[src/rtl/vid_stream_pkg.sv]
// Shared definitions for the video stream packetizer.
//   vid_state_e    : packetizer FSM states
//   PKT_TYPE_VIDEO : packet-type code carried in the header beat
//   vid_entry_t    : one buffered input word {start, frame_end, data}
package vid_stream_pkg;

    typedef enum logic [1:0] {
        StIdle   = 2'd0,
        StHeader = 2'd1,
        StPixels = 2'd2
    } vid_state_e;

    localparam int unsigned PKT_TYPE_VIDEO = 0;

    // Payload width of a buffered entry. The packetizer's DATA_BITS sizes its
    // pixel ports and must equal this value.
    localparam int unsigned VID_DATA_BITS = 31;

    typedef struct packed {
        logic                     start;
        logic                     frame_end;
        logic [VID_DATA_BITS-1:0] data;
    } vid_entry_t;

endpackage

[src/rtl/sync_fifo.sv]
// Single-clock FIFO with registered pointers and full/empty flags.
// Ports:
//   i_clk, i_reset_n     : clock, asynchronous active-low reset
//   i_wr_en, i_wr_data   : write request and data (ignored while full)
//   i_rd_en              : pop request (ignored while empty)
//   o_rd_data            : head entry, valid while !o_empty
//   o_full, o_empty      : status flags derived from the registered pointers
module sync_fifo #(
    parameter int unsigned WIDTH = 8,
    parameter int unsigned DEPTH = 16
) (
    input  logic             i_clk,
    input  logic             i_reset_n,
    input  logic             i_wr_en,
    input  logic [WIDTH-1:0] i_wr_data,
    input  logic             i_rd_en,
    output logic [WIDTH-1:0] o_rd_data,
    output logic             o_full,
    output logic             o_empty
);

    localparam int unsigned AW = $clog2(DEPTH);

    // One extra pointer bit separates full from empty when the indices match.
    logic [AW:0]      r_wr_ptr;
    logic [AW:0]      r_rd_ptr;
    logic [WIDTH-1:0] r_mem [DEPTH];
    logic             w_push;
    logic             w_pop;

    assign o_empty   = (r_wr_ptr == r_rd_ptr);
    assign o_full    = (r_wr_ptr[AW] != r_rd_ptr[AW]) &&
                       (r_wr_ptr[AW-1:0] == r_rd_ptr[AW-1:0]);
    assign w_push    = i_wr_en && !o_full;
    assign w_pop     = i_rd_en && !o_empty;
    assign o_rd_data = r_mem[r_rd_ptr[AW-1:0]];

    always_ff @(posedge i_clk or negedge i_reset_n) begin
        if (!i_reset_n) begin
            r_wr_ptr <= '0;
            r_rd_ptr <= '0;
        end else begin
            if (w_push) r_wr_ptr <= r_wr_ptr + (AW+1)'(1);
            if (w_pop)  r_rd_ptr <= r_rd_ptr + (AW+1)'(1);
        end
    end

    // Storage needs no reset; the pointers define what is valid.
    always_ff @(posedge i_clk) begin
        if (w_push) r_mem[r_wr_ptr[AW-1:0]] <= i_wr_data;
    end

endmodule

[src/rtl/video_stream_packetizer.sv]
// Converts a filtered pixel stream (valid/start/end/data) into Avalon-ST video
// packets: one header beat (type 0, sop) followed by the frame's pixel beats,
// eop on the last. Input words are buffered in a sync_fifo; malformed frames
// are closed early and flagged with a one-cycle frame_err pulse.
// Ports:
//   clk, reset_n                          : clock, asynchronous active-low reset
//   in_valid, in_start, in_end, in_data   : input word and its frame markers
//   out_data, out_valid, out_ready        : output beat and handshake
//   out_sop, out_eop                      : packet delimiters
//   overflow                              : sticky, an input word was dropped
//   frame_err                             : one-cycle pulse on a malformed frame
module video_stream_packetizer
    import vid_stream_pkg::*;
#(
    parameter int unsigned IMAGE_WIDTH  = 320,
    parameter int unsigned IMAGE_HEIGHT = 240,
    parameter int unsigned DATA_BITS    = VID_DATA_BITS,
    parameter int unsigned FIFO_DEPTH   = 16
) (
    input  logic                 clk,
    input  logic                 reset_n,
    input  logic                 in_valid,
    input  logic                 in_start,
    input  logic                 in_end,
    input  logic [DATA_BITS-1:0] in_data,
    output logic [DATA_BITS-1:0] out_data,
    output logic                 out_valid,
    input  logic                 out_ready,
    output logic                 out_sop,
    output logic                 out_eop,
    output logic                 overflow,
    output logic                 frame_err
);

    localparam int unsigned NUM_PIXELS = IMAGE_WIDTH * IMAGE_HEIGHT;
    localparam int unsigned CNT_BITS   = (NUM_PIXELS > 1) ? $clog2(NUM_PIXELS) : 1;
    localparam logic [CNT_BITS-1:0] LAST_PIXEL = CNT_BITS'(NUM_PIXELS - 1);

    vid_state_e          r_state;
    vid_state_e          w_state_next;
    logic [CNT_BITS-1:0] r_pix_cnt;
    logic [CNT_BITS-1:0] w_pix_cnt_next;
    logic                r_overflow;
    logic                r_frame_err;
    logic                w_frame_err_next;

    vid_entry_t          w_wr_entry;
    vid_entry_t          w_head;
    logic                w_full;
    logic                w_empty;
    logic                w_rd_en;
    logic                w_last_pixel;
    logic                w_bad_start;
    logic                w_close;

    assign w_wr_entry = '{start: in_start, frame_end: in_end, data: in_data};

    sync_fifo #(
        .WIDTH ($bits(vid_entry_t)),
        .DEPTH (FIFO_DEPTH)
    ) u_fifo (
        .i_clk     (clk),
        .i_reset_n (reset_n),
        .i_wr_en   (in_valid),
        .i_wr_data (w_wr_entry),
        .i_rd_en   (w_rd_en),
        .o_rd_data (w_head),
        .o_full    (w_full),
        .o_empty   (w_empty)
    );

    // A start flag past the first pixel means the source restarted mid-frame:
    // that word closes the current packet and the new frame is abandoned.
    assign w_last_pixel = (r_pix_cnt == LAST_PIXEL);
    assign w_bad_start  = w_head.start && (r_pix_cnt != '0);
    assign w_close      = w_head.frame_end || w_last_pixel || w_bad_start;

    always_comb begin
        w_state_next     = r_state;
        w_pix_cnt_next   = r_pix_cnt;
        w_rd_en          = 1'b0;
        w_frame_err_next = 1'b0;
        out_valid        = 1'b0;
        out_sop          = 1'b0;
        out_eop          = 1'b0;
        out_data         = '0;
        unique case (r_state)
            StIdle: begin
                // Hunt: discard words until one carries a start flag; that
                // word stays in the FIFO to become the first pixel.
                if (!w_empty) begin
                    if (w_head.start) w_state_next = StHeader;
                    else              w_rd_en      = 1'b1;
                end
            end
            StHeader: begin
                out_valid = 1'b1;
                out_sop   = 1'b1;
                out_data  = DATA_BITS'(PKT_TYPE_VIDEO);
                if (out_ready) begin
                    w_state_next   = StPixels;
                    w_pix_cnt_next = '0;
                end
            end
            StPixels: begin
                if (!w_empty) begin
                    out_valid = 1'b1;
                    out_data  = w_head.data;
                    out_eop   = w_close;
                    if (out_ready) begin
                        w_rd_en        = 1'b1;
                        w_pix_cnt_next = r_pix_cnt + CNT_BITS'(1);
                        if (w_close) begin
                            w_state_next     = StIdle;
                            w_frame_err_next = w_bad_start ||
                                               (w_head.frame_end != w_last_pixel);
                        end
                    end
                end
            end
            default: w_state_next = StIdle;
        endcase
    end

    always_ff @(posedge clk or negedge reset_n) begin
        if (!reset_n) begin
            r_state     <= StIdle;
            r_pix_cnt   <= '0;
            r_overflow  <= 1'b0;
            r_frame_err <= 1'b0;
        end else begin
            r_state     <= w_state_next;
            r_pix_cnt   <= w_pix_cnt_next;
            r_overflow  <= r_overflow | (in_valid & w_full);
            r_frame_err <= w_frame_err_next;
        end
    end

    assign overflow  = r_overflow;
    assign frame_err = r_frame_err;

endmodule

[config.mk]
export PLATFORM = sky130hd
export DESIGN_NAME = video_stream_packetizer
export DESIGN_NICKNAME = d
export VERILOG_FILES = /design/src/rtl/vid_stream_pkg.sv /design/src/rtl/sync_fifo.sv /design/src/rtl/video_stream_packetizer.sv
export SDC_FILE = /design/constraint.sdc
export NUM_CORES = 1
export LEC_CHECK = 0
export CORE_MARGIN = 1
export CORE_UTILIZATION = 40
export CTS_BUF_LIST = sky130_fd_sc_hd__clkbuf_4 sky130_fd_sc_hd__clkbuf_8
export CTS_CLUSTER_DIAMETER = 50
export DETAILED_ROUTE_END_ITERATION = 10
export SLEW_MARGIN = 20
export SYNTH_ARGS = -nofsm -noshare
export SYNTH_HDL_FRONTEND = slang
export SYNTH_SLANG_ARGS = --single-unit
export TNS_END_PERCENT = 100
[constraint.sdc]
create_clock -name clk -period 5.78 [get_ports clk]
set_input_delay 0.867 -clock clk [delete_from_list [all_inputs] [get_ports clk]]
set_output_delay 0.867 -clock clk [all_outputs]
set_load 0.005 [all_outputs]
==> flow_metrics.py <==
metrics = {
    "die": {
        "die_height_um": 236,
        "die_area_um2": 55600,
        "die_x_um": 236,
        "num_rows": 85,
        "ios": 73,
        "core_area_um2": 53900,
        "start_util": 0.405,
    },
    "critical_path": {
        "crit_path_end_kind": "output port",
        "critPathMaxFanout": 49,
        "r2r_setup_slack_ps": 2030,
        "critPathArrivalTime_ps": 3970,
        "worstPathRequired_ps": 4910,
        "crit_type": "flop to output port",
        "reg2reg_from": "u_fifo.r_rd_ptr[0]$_DFFE_PN0P_",
        "crit_path_start": "u_fifo.r_rd_ptr[0]$_DFFE_PN0P_",
        "cp-start-kind": "flop",
    },
    "yosys": {
        "synth_top_area_cell": "edfxtp_1",
        "async_reset_ff_frac": 0.0555,
        "synth_cells": 973,
        "ys_seq_area_frac": 0.761,
        "synth.avg_cell_area_um2": 22.5,
        "yosysWarnings": 0,
        "synth_area_um2": 21900,
        "netlist_top_cells_count": "edfxtp_1 (528), mux4_2 (164), and2_1 (36)",
        "synth.distinct_cells": 45,
        "syn-num-nets": 1021,
        "yosys.area.top_type_share": 0.726,
        "synth_most_common_cell": "edfxtp_1",
        "synth_area_leaders": "edfxtp_1 (73%), mux4_2 (17%), dfrtp_1 (3.5%)",
        "synth_flop_cell": "edfxtp_1",
        "ys_seq_elements": 559,
        "synth_edf_count": 528,
    },
    "sta": {
        "clock.fmax_mhz": 207,
        "setup_tns_ps": 0,
        "hold_viol_final": 0,
        "worst_slack_ps": 939,
        "setup_viol": 0,
        "maxSlewHeadroom": 0.253,
        "fin_crit_sh": 0.838,
        "finalCriticalPeriod_ps": 4840,
        "drv_slew": 0,
        "tightest_slew_ps": 1120,
        "finalClockSkew_ps": 28.0,
        "rsz0062_at_grt": "no",
    },
    "placed_design": {
        "dp_hpwl_um": 24900,
        "place_congestion": 0.717,
        "place_ws_ps": 1480,
        "port_buffers": 72,
    },
    "status": {
        "status": "finished, final reports clean",
    },
    "clock_network": {
        "htreeDepth": 3,
        "postCtsSetupRepairBufs": 0,
        "clock-sinks": 559,
        "cts_max_path_buffers": 3,
        "cts_tree": "yes",
        "clk_pin_slew_worst_paths_ps": 60,
        "cts_made_buffers": 92,
        "cts_root_buffer": "clkbuf_8",
        "clock_latency_ps": 670,
        "hold_buffers": 0,
        "cts_repair_resize_count": 0,
    },
    "final_layout": {
        "drive_gt1_frac": 0.306,
        "area_growth_pct": 16.2,
        "fin_util": 0.471,
        "fillCellCount": 4377,
        "final_nets": 1173,
    },
    "drt": {
        "detail-route-antenna-nets": 0,
        "wire_per_inst_um": 25.3,
        "drt-pass1-iter-count": 5,
        "num_vias": 10200,
        "drt_iter0_markers": 831,
        "wl_um": 48000,
        "avgViaCountPerCell": 5.40,
        "drc": 0,
    },
    "power_and_ir_drop": {
        "power.density_nw_per_um2": 466,
        "ir_drop_mv": 0.345,
        "p_leak_nw": 8.11,
    },
    "flow_run": {
        "max_cap_viol_count": 0,
    },
    "global_routing": {
        "grt_overflow": 0,
        "grt_pass1_wl_um": 71800,
        "grt_pass1_vias": 10900,
        "grt_max_degree": 53,
        "antenna_found_initial": 3,
        "grt_usage": 0.179,
    },
    "min_path": {
        "worst_hold_startpoint": "overflow$_DFF_PN0_",
        "worstHoldPathType": "flop to flop",
    },
}
[power breakdown]
group,switching (mW),leakage (nW),internal [mW]
Clock,1.54,0.913,1.76
Sequential,0.392,5.17,4.89
Combinational,1.53,2.03,1.73
Total,3.46,8.11,8.38
[area by class of cell]
type                       count  area [um2]  share of cell area
multi-input combinational    355        5080               0.200
clock buffer                 119        1480              0.0584
tap                          696         871              0.0343
timing repair buffer         105        1000              0.0394
inverter                      12        45.0             0.00177
clock inverter                45         264              0.0104
antenna                        1        2.50           0.0000986
sequential                   559       16600               0.656
[final timing paths]
kind | end | depth (start not counted)
setup reg to reg | u_fifo.r_mem[14][19]$_DFFE_PP_ | 6
max in group asynchronous | u_fifo.r_rd_ptr[1]$_DFFE_PN0P_ | 2
hold reg to reg | overflow$_DFF_PN0_ | 1
min in group asynchronous | r_pix_cnt[11]$_DFFE_PN0P_ | 2
hold / removal | overflow$_DFF_PN0_ | 1
setup / recovery | out_data[28] | 5
[worst max-delay path: stages, from the launching register on]
cell	delay [ps]
dfrtp_4	1050
buf_4	520
mux4_2	560
mux4_2	530
and2_1	200
clkdlybuf4s50_1	440
[metal layers]
layer / global-route usage / vias up / share of wire / wire length [um]
met5: 0 / - / 0.00038 / 18
met4: 0.0525 / 2 / 0.018 / 872
met3: 0.0382 / 75 / 0.047 / 2250
met2: 0.294 / 263 / 0.51 / 24300
met1: 0.240 / 5483 / 0.43 / 20500
li1: - / 4393 / - / -
[sequential cells by signal, indices dropped and copies added (netlist names)]
register and cells:
u_fifo.r_mem 528, r_pix_cnt 17, u_fifo.r_rd_ptr 5, u_fifo.r_wr_ptr 5, r_state 2, frame_err 1, overflow 1
[through the flow]
stage | instance area (um2) | std cells | hold slack, ps | power [mW]
after global routing | 25400 | 1891 | 540 | 12.4
after detailed placement | 23600 | 1726 | 500 | 8.71
after CTS | 25400 | 1890 | 514 | 12.0
final | 25400 | 1892 | 508 | 11.8
after floorplan | 21900 | 973 | 466 | 7.51
after global placement | 23600 | 1726 | 513 | 8.67
[cells by family after synthesis]
group                      share of synthesized area
and+or+nand+nor                               0.0309
muxes                                          0.171
adders and majority gates                    0.00630
buffers and inverters                         0.0120
xor gates and xnor gates                     0.00956
DFF                                            0.761
AOI/OAI and AO/OA                            0.00945
[cell usage in the layout (no fill, tap or decap), types with 2 or more instances in the layout]
cell,n
inv_1,12
xnor2_1,8
clkbuf_4,25
nor3_1,2
nor2b_1,2
dfrtp_4,3
buf_4,31
mux4_2,164
clkinv_2,10
ha_1,11
xor2_1,14
nand2_1,17
edfxtp_1,528
clkdlybuf4s50_1,72
nor2_4,12
a21oi_1,7
nand4_1,10
clkbuf_8,94
and2_1,36
a22o_1,2
nor4_2,2
bufinv_16,2
clkinvlp_4,4
dfrtp_1,27
nand2b_1,4
nor4b_1,2
and3_1,5
clkinv_1,26
nor3_2,4
o31ai_1,3
o21ai_0,10
nor2_1,13
inv_6,2
nand3_1,7
nor4_1,3
(Power assumes the default switching activity.)
